### src/rtl/counter_pkg.sv
// Shared constants for the loadable up/down counter family.
// Mode encoding and default width are common to the up-count and down-count variants.
package counter_pkg;

  localparam logic MODE_ROTR = 1'b0;
  localparam logic MODE_DOWN = 1'b1;

  localparam int DEFAULT_WIDTH = 4;

endpackage

### src/rtl/down_counter_rotr.sv
// Loadable down-counter with rotate-right mode, combinational borrow out and sticky underflow.
// Optional DOWN_COUNTER_AUTO_RELOAD_EN: underflow reloads the last loaded value instead of all-ones.
module down_counter_rotr
  import counter_pkg::*;
#(
  parameter int WIDTH = DEFAULT_WIDTH
) (
  input  logic             clk,
  input  logic             reset,
  input  logic             load_n,
  input  logic             en,
  input  logic             mode,
  input  logic [WIDTH-1:0] data_in,
  output logic [WIDTH-1:0] data_out,
  output logic             bco,
  output logic             uflow
);

  if (WIDTH < 2 || WIDTH > 16) begin : g_width_check
    $error("down_counter_rotr: WIDTH must be in 2..16");
  end

  // Returns {underflow, next value}; wrap is the value taken when decrementing past zero.
  function automatic logic [WIDTH:0] next_value(
    input logic [WIDTH-1:0] cur,
    input logic             m,
    input logic [WIDTH-1:0] wrap
  );
    if (m == MODE_ROTR)
      return {1'b0, cur[0], cur[WIDTH-1:1]};
    else if (cur == '0)
      return {1'b1, wrap};
    else
      return {1'b0, cur - WIDTH'(1)};
  endfunction

  logic [WIDTH-1:0] wrap_value;
  logic [WIDTH:0]   step_val;

`ifdef DOWN_COUNTER_AUTO_RELOAD_EN
  logic [WIDTH-1:0] reload_reg;

  always_ff @(posedge clk) begin
    if (reset)
      reload_reg <= '0;
    else if (!load_n)
      reload_reg <= data_in;
  end

  assign wrap_value = reload_reg;
`else
  assign wrap_value = '1;
`endif

  always_comb begin
    step_val = next_value(data_out, mode, wrap_value);
  end

  // Unknown en/mode poisons the count in simulation; both are 2-state in hardware.
  always_ff @(posedge clk) begin
    if (reset) begin
      data_out <= '0;
      uflow    <= 1'b0;
    end else if (!load_n) begin
      data_out <= data_in;
      uflow    <= 1'b0;
    end else begin
      case (en)
        1'b0: begin
          data_out <= data_out;
        end
        1'b1: begin
          case (mode)
            1'b0, 1'b1: begin
              data_out <= step_val[WIDTH-1:0];
              if (step_val[WIDTH])
                uflow <= 1'b1;
            end
            default: data_out <= 'x;
          endcase
        end
        default: data_out <= 'x;
      endcase
    end
  end

  assign bco = en & (mode == MODE_DOWN) & (data_out == '0);

endmodule
### config.mk
export PLATFORM = sky130hd
export DESIGN_NAME = down_counter_rotr
export DESIGN_NICKNAME = d
export VERILOG_FILES = /design/src/rtl/counter_pkg.sv /design/src/rtl/down_counter_rotr.sv
export SDC_FILE = /design/constraint.sdc
export NUM_CORES = 1
export LEC_CHECK = 0
export BUFFER_PORTS_ARGS = -buffer_cell sky130_fd_sc_hd__buf_2
export CORE_AREA = 2 2 39 41
export CTS_BUF_LIST = sky130_fd_sc_hd__clkbuf_4 sky130_fd_sc_hd__clkbuf_8
export DETAILED_ROUTE_END_ITERATION = 8
export DIE_AREA = 0 0 41 43
export SYNTH_ARGS = -nofsm -noshare
export SYNTH_HDL_FRONTEND = slang
export SYNTH_SLANG_ARGS = --single-unit
### constraint.sdc
create_clock -name clk -period 1.7 [get_ports clk]
set_clock_uncertainty 0.2 [all_clocks]
set_input_delay 0.17 -clock clk [delete_from_list [all_inputs] [get_ports clk]]
set_output_delay 0.17 -clock clk [all_outputs]
set_load 0.01 [all_outputs]
==> run summary, run 1 <==
The flow ran to the end, and the final reports show no timing, DRC or antenna violations. Across all register-to-register paths, the minimum setup slack is 240 ps. After clock tree synthesis, the clock-pin slew on the worst setup and hold paths is 40 ps.

For this run, design rule violations remaining after detail routing come to 0. After synthesis the netlist holds a flip-flop and latch count of 5. The power density over the cells is 816 nW/um^2. The maximum number of pins on one net before global-route repair was 10. The synthesized netlist contains 25 unique library cells. The number of cells produced by synthesis is 40. The run gives 1 as the total number of H-tree levels. After global routing the overflow that remains totals 0. The number of cells after detailed placement is 70.

The final critical-path required period is 1660 ps. The tree built by TritonCTS fans out to 5 sinks. In this run the horizontal extent of the chip is 41 microns. The count of TritonRoute iterations in the first routing pass is 4, and the proportion of power drawn by combinational gates is 25.3%.

The run gives 634 microns as the HPWL after detailed placement. Across the VDD grid, the largest voltage drop is 0.447 mV. The static leakage is 0.226 nW.

The endpoint of the worst hold-timing path is data_out[1]. The share of total power dissipated in sequential elements is 34.3%. The run gives 1030 microns as the final routed wirelength across all metal layers.

The die outline height came out at 43 microns. The critical path capture point type is an output port. The floorplan has 14 rows.

The final layout contains 73 nets. The post-route netlist has 48.4% of its cells at a drive strength greater than 1. The clock reaches the later pin of the worst-skew pair after 250 ps. The final weighted congestion of routability-driven global placement came out at 0.751.

In the global route stage, overall resource usage came out at 11.4%. The proportion of total power due to net switching was 29.0%. TritonCTS built the clock tree. By count the netlist is led by sky130_fd_sc_hd__dfxtp_1 (5), sky130_fd_sc_hd__nor2_1 (5), sky130_fd_sc_hd__inv_1 (4). The synthesized design devotes to its leading area cell type 31.1% of total area.

The share of the core filled with cells in the final layout was 35.0%; the number of buffers added on ports was 14. The logs give 5.89 ps for the post-route worst hold slack and 1330 ps for the data required time at the worst endpoint. 15 I/O pins were placed. The number of nets handed over by synthesis was 50.

The run gives 0 as the final setup violation count. The worst setup path is of the reg -> out kind. The worst register-to-register path ends at data_out[2]. CTS placed an instance of sky130_fd_sc_hd__clkbuf_4 at the clock tree root. The worst hold path belongs to the class in -> reg. Dividing the detail-routed wire length by the instance count gives 13.2 microns.

The number of synthesized flops with an enable pin is 0. The initial utilization of the core area, before any placement, comes to 23.2%. In this run the critical register-to-register path is launched from data_out[0]. STA puts the critical path data arrival time at 1290 ps.

In the finished design, the share of the clock period the worst path needs comes to 97.4%. For this design the total switching power over the nets is 0.114 mW. The largest fanout on the critical path was 3; the via count of the first global-routing pass was 309.

The startpoint identified for the worst hold timing path is data_in[1]. The post-synthesis area per instance is 8.04 sq um. Across all layers, the routed design uses 388 vias. For this run, the leading register cell type out of synthesis is sky130_fd_sc_hd__dfxtp_1. The critical path startpoint category was a register. The number of fillers in the final layout was 159.

The worst pin sits at a relative slew slack of 78.7%. The mapped netlist covers 322 sq um. At the pin with the least slew margin, the transition time is 316 ps. The number of standard cells in the final layout excluding fillers is 78. The floorplan step defined a die boundary enclosing 1760 sq um. Of all flip-flops after synthesis, the portion carrying an async set or reset was 0%. Static timing analysis puts the maximum clock frequency at 604 MHz.

For the final routed database, the setup TNS stands at 0 ps. After detailed routing, the number of vias per cell comes to 4.97. Of the synthesized area, sequential elements account for 31.1%. Of all cell types, the one taking the most synthesized area is sky130_fd_sc_hd__dfxtp_1. TritonCTS created 3 clock buffers.

For the maximum clock path buffer count, the log shows 2. For the initial antenna violation count, the log shows 0. The detailed router finished its first iteration with 17 violations. Total power for the finished layout comes to 0.395 mW. The cell-internal power is 0.280 mW.

The max-slew violation count was 0. By area the synthesized netlist is led by sky130_fd_sc_hd__dfxtp_1 (31%), sky130_fd_sc_hd__nor2_1 (5.8%), sky130_fd_sc_hd__a311oi_1 (5.4%). The Yosys step of the flow raised 0 warnings. The share of total power in the clock network came out at 40.4%. The total area inside the core boundary comes to 1380 sq um. The repair_antennas step left the layout with diodes totalling 0.

The logs give 1350 microns for the global-route wire length before repair and 0 for the final count of hold timing violations. The detail route stage leaves a number of antenna-violating nets equal to 0. The path depth of the worst reg2reg path is 6, and the number of violations of the max-capacitance limit is 0. Compared with the post-synthesis result, the final layout area differs by 50.6%. Counting instances, the worst hold path has a depth of 3.
-- sequential cells by signal, indices dropped and copies added, names as in the netlist --
name	cells
data_out	4
uflow	1
-- through the flow --
stage	area (sq um)	setup WS (ps)
5_1_grt	484	-18.2
2_1_floorplan	322	231
4_1_cts	465	5.84
3_5_place_dp	414	142
3_3_place_gp	414	172
6_report	484	44.0
-- cells in the final DEF, fill, tap and decap left out, drive strengths merged, types with 2 or more instances in the layout --
cell type and n:
buf 18, a211oi 2, inv 6, dfxtp 5
a311oi 2, clkbuf 4, nor2 5, nand2 2
-- final cells by class --
cell class                 count  area [sq um]  area share (%)
multi-input combinational     28           196            40.6
timing repair buffer          19           110            22.7
sequential                     5           105            21.7
clock buffer                   4          30.0            6.20
inverter                       6          22.5            4.65
tap                           16          20.0            4.13
-- timing repair --
action | in CTS | in global routing
pin swaps | 0 | 1
hold endpoints to repair | 5 | 0
hold buffers | 1 | 0
setup endpoints to repair | 1 | 1
buffers inserted | 1 | 2
resized for setup | 2 | 2
-- layer usage --
layer | GRT usage [%] | part of all wire, %
met4 | 2.00 | 0
met1 | 14.1 | 42
met5 | 0 | 0
met3 | 6.28 | 9.3
met2 | 17.2 | 49
-- power by group through the flow --
stage | registers [mW] | logic, mW | clock network (mW)
after floorplan | 0.142 | 0.0447 | 0
after global placement | 0.138 | 0.0837 | 0
after detailed placement | 0.139 | 0.0829 | 0
after CTS | 0.134 | 0.0901 | 0.162
after global routing | 0.137 | 0.109 | 0.166
final | 0.135 | 0.0998 | 0.160
-- critical path, cell delays in order (launching register included) --
cell	delay, ps
sky130_fd_sc_hd__dfxtp_4	330
sky130_fd_sc_hd__inv_1	40
sky130_fd_sc_hd__ha_2	170
sky130_fd_sc_hd__and4b_2	220
sky130_fd_sc_hd__and2_1	150
sky130_fd_sc_hd__buf_2	130
-- worst max-delay path by stage --
| stage | slack [ps] | to | start | cells past startpoint |
|---|---|---|---|---|
| after floorplan | 230 | bco | data_out[0] | 4 |
| after global placement | 170 | bco | data_out[0] | 5 |
| after detailed placement | 140 | bco | data_out[0] | 5 |
| after CTS | 6 | bco | data_out[0] | 5 |
| after global routing | -20 | bco | data_out[0] | 5 |
| final | 40 | bco | data_out[0] | 5 |
-- cell families (layout without fill, tap and decap cells) --
family	count (synthesis)	count (layout)	synth area share (%)
fa+ha+maj	1	1	3.89
mux	1	1	3.11
flops	5	5	31.1
simple gates	14	14	23.0
compound gates	12	12	30.3
buf+inv	7	29	8.56
Power figures use the tool's default switching activity.
==> run 2, diff against run 1 <==
--- a/config.mk
+++ b/config.mk
@@ -10,6 +10,7 @@
 export CTS_BUF_LIST = sky130_fd_sc_hd__clkbuf_4 sky130_fd_sc_hd__clkbuf_8
 export DETAILED_ROUTE_END_ITERATION = 8
 export DIE_AREA = 0 0 41 43
+export PLACE_DENSITY = 0.46
 export SYNTH_ARGS = -nofsm -noshare
 export SYNTH_HDL_FRONTEND = slang
 export SYNTH_SLANG_ARGS = --single-unit
==> run 2 against run 1 <==
  * Final area increased by 1.6%
  * Via count decreased by 3.6%
  * Fmax increased by 2.2%
  * Clock power about the same
  * Sequential power about the same
  * Combinational power decreased by 2%
  * Sequential share of layout area decreased by 0.84 points
  * Die area unchanged
  * First-iteration DRC count decreased by 88%
  * Final cell count increased by 1.3%
  * Utilization increased by 0.54 points
  * Register-to-register slack about the same
  * Critical path type unchanged
  * Largest cell class unchanged
  * Largest power group unchanged
==> run summary, run 2 (synthesized netlist as in run 1, its figures left out) <==
The flow ran to the end, and the final reports show no timing, DRC or antenna violations. The number of buffers added on ports is 14. In the layout the commonest cells are sky130_fd_sc_hd__buf_2 (14), sky130_fd_sc_hd__nor2_1 (5), sky130_fd_sc_hd__inv_1 (4), sky130_fd_sc_hd__clkbuf_4 (4), sky130_fd_sc_hd__buf_4 (4). The transition time at the pin with the least slew margin was 310 ps. Ranked by flip-flop count, first place goes to data_out. In the final design database the tool counted 74 nets. The final cycle utilization of the critical path was 95.3%; the static leakage was 0.230 nW. In the final layout, the share of cells above drive strength 1 is 47.6%. The clock net in this run drives a total of 5 sinks. The logs give 1 for the total number of H-tree levels and 103 sq um for the area taken by flip-flops and latches. Along the worst hold path, the cell count comes to 3. The die is 43 microns tall. TritonCTS built the clock tree. The count of TritonRoute iterations in the first routing pass was 4; the total area of multi-input combinational cells was 196 sq um. In this run the tightest slew margin relative to its limit is 79.1%. After clock tree synthesis, the clock-pin slew on the worst setup and hold paths is 40 ps.

At the later pin of the worst-skew pair, clock insertion delay measures 250 ps. Leaving out fill and tap cells, the most frequent cell in the layout is sky130_fd_sc_hd__buf_2. The number of placement rows came out at 14. Max-cap violations in this run came to 0. The detail-routed via count per cell is 4.73, and the final routed wirelength across all metal layers is 923 microns. The worst path buffer plus inverter count was 2; the final routed wire length divided by cell count was 11.7 microns. The max-slew violation count is 0.

The final critical-path required period works out to 1620 ps. The largest registers in the layout are data_out: 4 flops, uflow: 1 flops. The first global-routing pass estimated 1460 microns of wire. The kind of cell adding the most delay to the critical path is simple AND/OR/NAND/NOR gates. The cell chosen for the clock root was sky130_fd_sc_hd__clkbuf_4. No sink is reached through more buffers than the 2 on the longest clock path. After detailed routing, the number of remaining DRC violations is 0. Initial antenna violation count: 0. The critical path start-end classification is reg -> out. VDD sags by at most 0.506 mV. The path depth of the worst reg2reg path was 6.

Once detailed placement completed, the half-perimeter wirelength came to 668 microns. The sum of negative setup slack came out at 0 ps. For this block, the initial DRC count from the detailed router was 2. After filler insertion, the fill cell instance count of the layout stands at 154. For this run, the slowest stage of the critical path takes 320 ps.

The cell count along the critical path came out at 5. Buffers inserted during clock tree synthesis total 3. Critical path startpoint category: a register. The worst min-delay path category was in -> reg. Final setup violation count: 0.

The initial utilization of the core area, before any placement, comes to 23.2%. The width of the die came out at 41 microns. Routability-driven placement finished with a final weighted congestion of 0.762.

The critical path goes through inv_1 -> ha_2 -> and4b_2 -> and2_1 -> buf_2. Once detail routing completed, the nets flagged for antenna violations numbered 0. The number of antenna repair diodes is 0. The final count of hold timing violations was 0.

The tools report the critical path capture point type as an output port. Relative to the synthesized area, the layout overhead comes to 52.9%. The register with the most flip-flops in the layout has 4 of them.

The data required time at the worst endpoint came out at 1330 ps. The via count of the first global-routing pass was 352. The achievable frequency came out at 617 MHz.

The number of cells after detailed placement is 71. The total overflow left after global routing is 0. In this run the count of I/O pins placed on the die edge is 15.

Along the worst path, the maximum fanout reaches 2. The maximum number of pins on one net before global-route repair was 10; the total die area was 1760 sq um. The slowest stage of the critical path belongs to the cell sky130_fd_sc_hd__dfxtp_2.

The routed layout has 374 vias. Global routing used 12.9% of the available tracks. Setup repair after global routing left no endpoint under its margin. For the core outline area, the log shows 1380 sq um. STA puts the critical path data arrival time at 1250 ps. Power spread over the standard cell area amounts to 802 nW/um^2. For this run, the number of standard cells in the final layout without fillers is 79.
run 2: cell types whose count changed in the layout (fill, tap and decap cells not counted), sizes merged:
cell         before  now
dlygate4sd3       1    2
run 2: path summary, 6_finish.rpt:
check	slack, ps	startpoint	endpoint
hold reg to reg	330	uflow	uflow
hold / removal	4	data_in[0]	data_out[0]
setup reg to reg	250	data_out[1]	data_out[2]
setup / recovery	80	data_out[1]	bco
run 2: stage by stage:
step / worst slack, ps / cell area [sq um] / hold slack [ps] / total power, mW / util [%]
2_1_floorplan: 231 / 322 / 42.1 / 0.187 / -
3_3_place_gp: 263 / 422 / 242 / 0.227 / 30.5
3_5_place_dp: 256 / 422 / 241 / 0.226 / 30.5
4_1_cts: 9.30 / 479 / 16.2 / 0.394 / 34.6
5_1_grt: 10.4 / 492 / 10.2 / 0.422 / 35.5
6_report: 79.8 / 492 / 4.37 / 0.394 / 35.5
run 2: repair_timing:
item	CTS	global route
hold buffers	2	0
endpoints found under the hold margin	5	0
setup buffers	1	1
pin swaps	0	1
endpoints found under the setup margin	1	1
resized for setup	0	3
run 2: area by class of cell:
class,instances,area share [%]
Multi-Input combinational cell,28,39.9
Timing Repair Buffer,20,24.4
Sequential cell,5,20.9
Clock buffer,4,6.11
Inverter,6,4.58
Tap cell,16,4.07
run 2: tightest hold or removal path: cells and delay by family:
kind | cells | cell delay [ps]
buf+inv | 1 | 90
compound gates | 1 | 50
simple gates | 1 | 80
run 2: metal layers:
layer  part of all wire (%)  global-route usage [%]  vias up
li1                       -                       -      191
met1                     45                    15.2      171
met2                     49                    18.8       12
met3                    6.4                    9.42        0
met4                      0                    2.00        0
met5                      0                       0        -
run 2: power breakdown:
group	internal [mW]	leakage (nW)	switching (mW)
clock	0.105	0.0184	0.0561
sequential	0.127	0.0419	0.00812
combinational	0.0499	0.170	0.0482
==> run 3, diff against run 2 <==
==> constraint.sdc (replaced) <==
create_clock -name clk -period 1.7 [get_ports clk]
set_clock_uncertainty 0.2 [all_clocks]
set_input_delay 0.255 -clock clk [delete_from_list [all_inputs] [get_ports clk]]
set_output_delay 0.255 -clock clk [all_outputs]
set_load 0.01 [all_outputs]
==> run 3 against run 2 <==
  * Die area unchanged
  * Combinational power down 3.4%
  * Count of clock-buffer cells in the layout unchanged
  * Largest cell class unchanged
  * Largest power group unchanged
==> run summary, run 3 (synthesized netlist as in run 1, its figures left out) <==
The largest individual stage delay along the critical path comes from the cell sky130_fd_sc_hd__dfxtp_2. The worst min-delay path category is in -> reg. Summed over all nets, the switching power comes to 0.108 mW. Setup violations remaining at the end of the flow were counted as 0.

The endpoint identified for the worst register-to-register timing path is data_out[2]. In this run the worst setup path begins at data_out[0]. Cells with a size suffix above 1 make up 51.7% of the layout. In the layout the commonest cells are sky130_fd_sc_hd__buf_2 (14), sky130_fd_sc_hd__nor2_1 (5), sky130_fd_sc_hd__inv_2 (4), sky130_fd_sc_hd__clkbuf_4 (4). Measured along the y axis, the die boundary spans 43 microns. Data arrives at the worst endpoint at 1220 ps. For the number of buffers inserted for hold repair after clock tree synthesis, the log shows 0.

The tools report the maximum number of pins on one net before global-route repair as 10. Cell-internal power: 0.278 mW. The tools report the combined global-route utilization of all metal layers as 12.0%. The setup path with the least slack is of type reg -> out.

Along the worst path, the maximum fanout reaches 3. Compared with the post-synthesis result, the final layout area differs by 47.5%. The via count of the first global-routing pass is 327. Global-route wire length before repair: 1390 microns.

The run gives 0 as the final count of hold timing violations. The largest registers in the layout are data_out: 4 flops, uflow: 1 flops. The clock passes through at most 2 buffers. Proportion of power drawn by combinational gates: 24.6%.

The routed design has 847 microns of wire. The count of nets left with antenna violations once routing finished came out at 0. Port buffering added 14 buffers. Buffers inserted during clock tree synthesis total 3.

For this design the static power due to leakage is 0.218 nW. The layout has 150 filler cells. For this configuration, the core starts out at a cell density of 23.2%. The core outline area is 1380 sq um, and the number of antenna repair diodes is 0. The final cycle utilization of the critical path is 98.4%.

Of the total power, the share spent switching nets is 27.9%. The run gives 1 as the total number of H-tree levels. In this run the number of cells on the critical path is 5.

TritonCTS built the clock tree. The register with the most flip-flops in the final layout is data_out. The initial antenna violation count came out at 0. In this run the clock root is driven by a sky130_fd_sc_hd__clkbuf_4. The commonest non-fill, non-tap cell in the layout is sky130_fd_sc_hd__buf_2.

At the placement stage, the worst setup path has a slack of 187 ps. In this run, flip-flops and latches consume 35.2% of the power. The congestion estimate from routability-driven global placement came to 0.734.

The total via count after detailed routing was 380. The tools report the critical path capture point type as an output port. Cells fill 34.3% of the core in the end. The largest single stage delay on the critical path is 320 ps. The worst path buffer plus inverter count came out at 2. Number of violations of the max-capacitance limit: 0. Measured against its own limit, the worst slew margin works out to 75.9%. The floorplan has 14 rows. The count of TritonRoute iterations in the first routing pass is 4.

Setup repair after global routing could not meet its margin everywhere. The tools report the residual overflow from global routing as 0. The power density over the cells was 814 nW/um^2; the maximum vdd drop was 0.372 mV.

The kind of cell adding the most delay to the critical path was simple AND/OR/NAND/NOR gates. Timing would allow up to 598 MHz. The flow ran to the end, and the final reports show no timing, DRC or antenna violations. The flip-flop count of the largest register after layout was 4. The tools report the end point of the critical path as bco. Traced cell by cell, the critical path runs through inv_2 -> ha_4 -> and4b_2 -> and2_1 -> buf_2. Counting I/O delays and the setup requirement, the final critical path takes 1670 ps. The minimum setup slack among reg-to-reg paths is 300 ps. The clock latency on the worst-skew pair was 240 ps. Setup slack on the critical path of the routed design comes to 27.8 ps. For the pin with the worst max-slew slack, the measured transition is 357 ps. Data on the critical path is required at its endpoint by 1240 ps. The total die area is 1760 sq um, and the max-slew violation count is 0. The number of cells on the worst reg-to-reg path is 6. The tools report the launching point of the worst reg2reg path as data_out[0]. The number of ports placed on the die boundary came out at 15.

The number of DRC markers after the initial detailed-route iteration is 6. The share of total power in the clock network was 40.2%. In the routed design, unresolved DRC markers number 0. At the end of the flow, the number of nets in the layout was 71.

After detailed routing, the average wire length per cell comes to 11.1 microns. Measured along the x axis, the die boundary spans 41 microns. The tools report the clock sink total as 5.

Dividing the detail-routed via count by the number of cells gives 5.00. The worst setup path is launched from a register. Clock-pin slew was measured on the worst setup and hold paths at 50 ps.
## run 3: cell count changes in the layout (fill, tap and decap cells not counted)
cell and delta:
sky130_fd_sc_hd__ha_2 -1, sky130_fd_sc_hd__inv_1 -2, sky130_fd_sc_hd__inv_2 +2, sky130_fd_sc_hd__buf_4 -1
sky130_fd_sc_hd__ha_4 +1, sky130_fd_sc_hd__dlygate4sd3_1 -2
## run 3: final cells by class
| class | instances | area, sq um | share of cell area (%) |
|---|---|---|---|
| flip-flops and latches | 5 | 103 | 21.6 |
| multi-input cells | 28 | 206 | 43.5 |
| repair buffers | 17 | 92.6 | 19.5 |
| well taps | 16 | 20.0 | 4.22 |
| inverters | 6 | 22.5 | 4.75 |
| clock buffers | 4 | 30.0 | 6.33 |
## run 3: metrics by stage
step                      instances  power [mW]  hold WS, ps  area [sq um]  setup TNS [ps]
after floorplan                  40       0.187          127           322               0
after global placement           71       0.226          319           422               0
after detailed placement         71       0.226          310           422               0
after CTS                        76       0.389         50.9           464               0
after global routing             76       0.414         57.1           474           -32.7
final                            76       0.386         58.9           474               0
## run 3: power groups by stage
stage	registers [mW]	clock network, mW	logic [mW]
5_1_grt	0.138	0.170	0.106
3_5_place_dp	0.137	0	0.0892
4_1_cts	0.136	0.161	0.0921
2_1_floorplan	0.142	0	0.0447
6_report	0.136	0.155	0.0948
3_3_place_gp	0.137	0	0.0891
## run 3: worst min-delay path by stage
stage / slack [ps] / depth (start not counted) / to / from
after floorplan: 130 / 1 / data_out[1] / reset
after global placement: 320 / 2 / data_out[0] / reset
after detailed placement: 310 / 2 / uflow / uflow
after CTS: 50 / 2 / data_out[2] / reset
after global routing: 60 / 2 / data_out[1] / reset
final: 60 / 2 / data_out[2] / reset
## run 3: what timing repair did
item	CTS	global route
endpoints found under the hold margin	0	0
pin swaps	2	1
gates cloned	0	0
setup buffers	1	0
setup endpoints to repair	1	1
resized for setup	4	2
## run 3: routing by layer
| layer | track usage [%] | up-vias | part of all wire (%) |
|---|---|---|---|
| met2 | 18.1 | 15 | 48 |
| met1 | 14.1 | 179 | 42 |
| li1 | - | 186 | - |
| met5 | 0 | - | 0 |
| met4 | 0 | 0 | 0 |
| met3 | 9.42 | 0 | 9.9 |
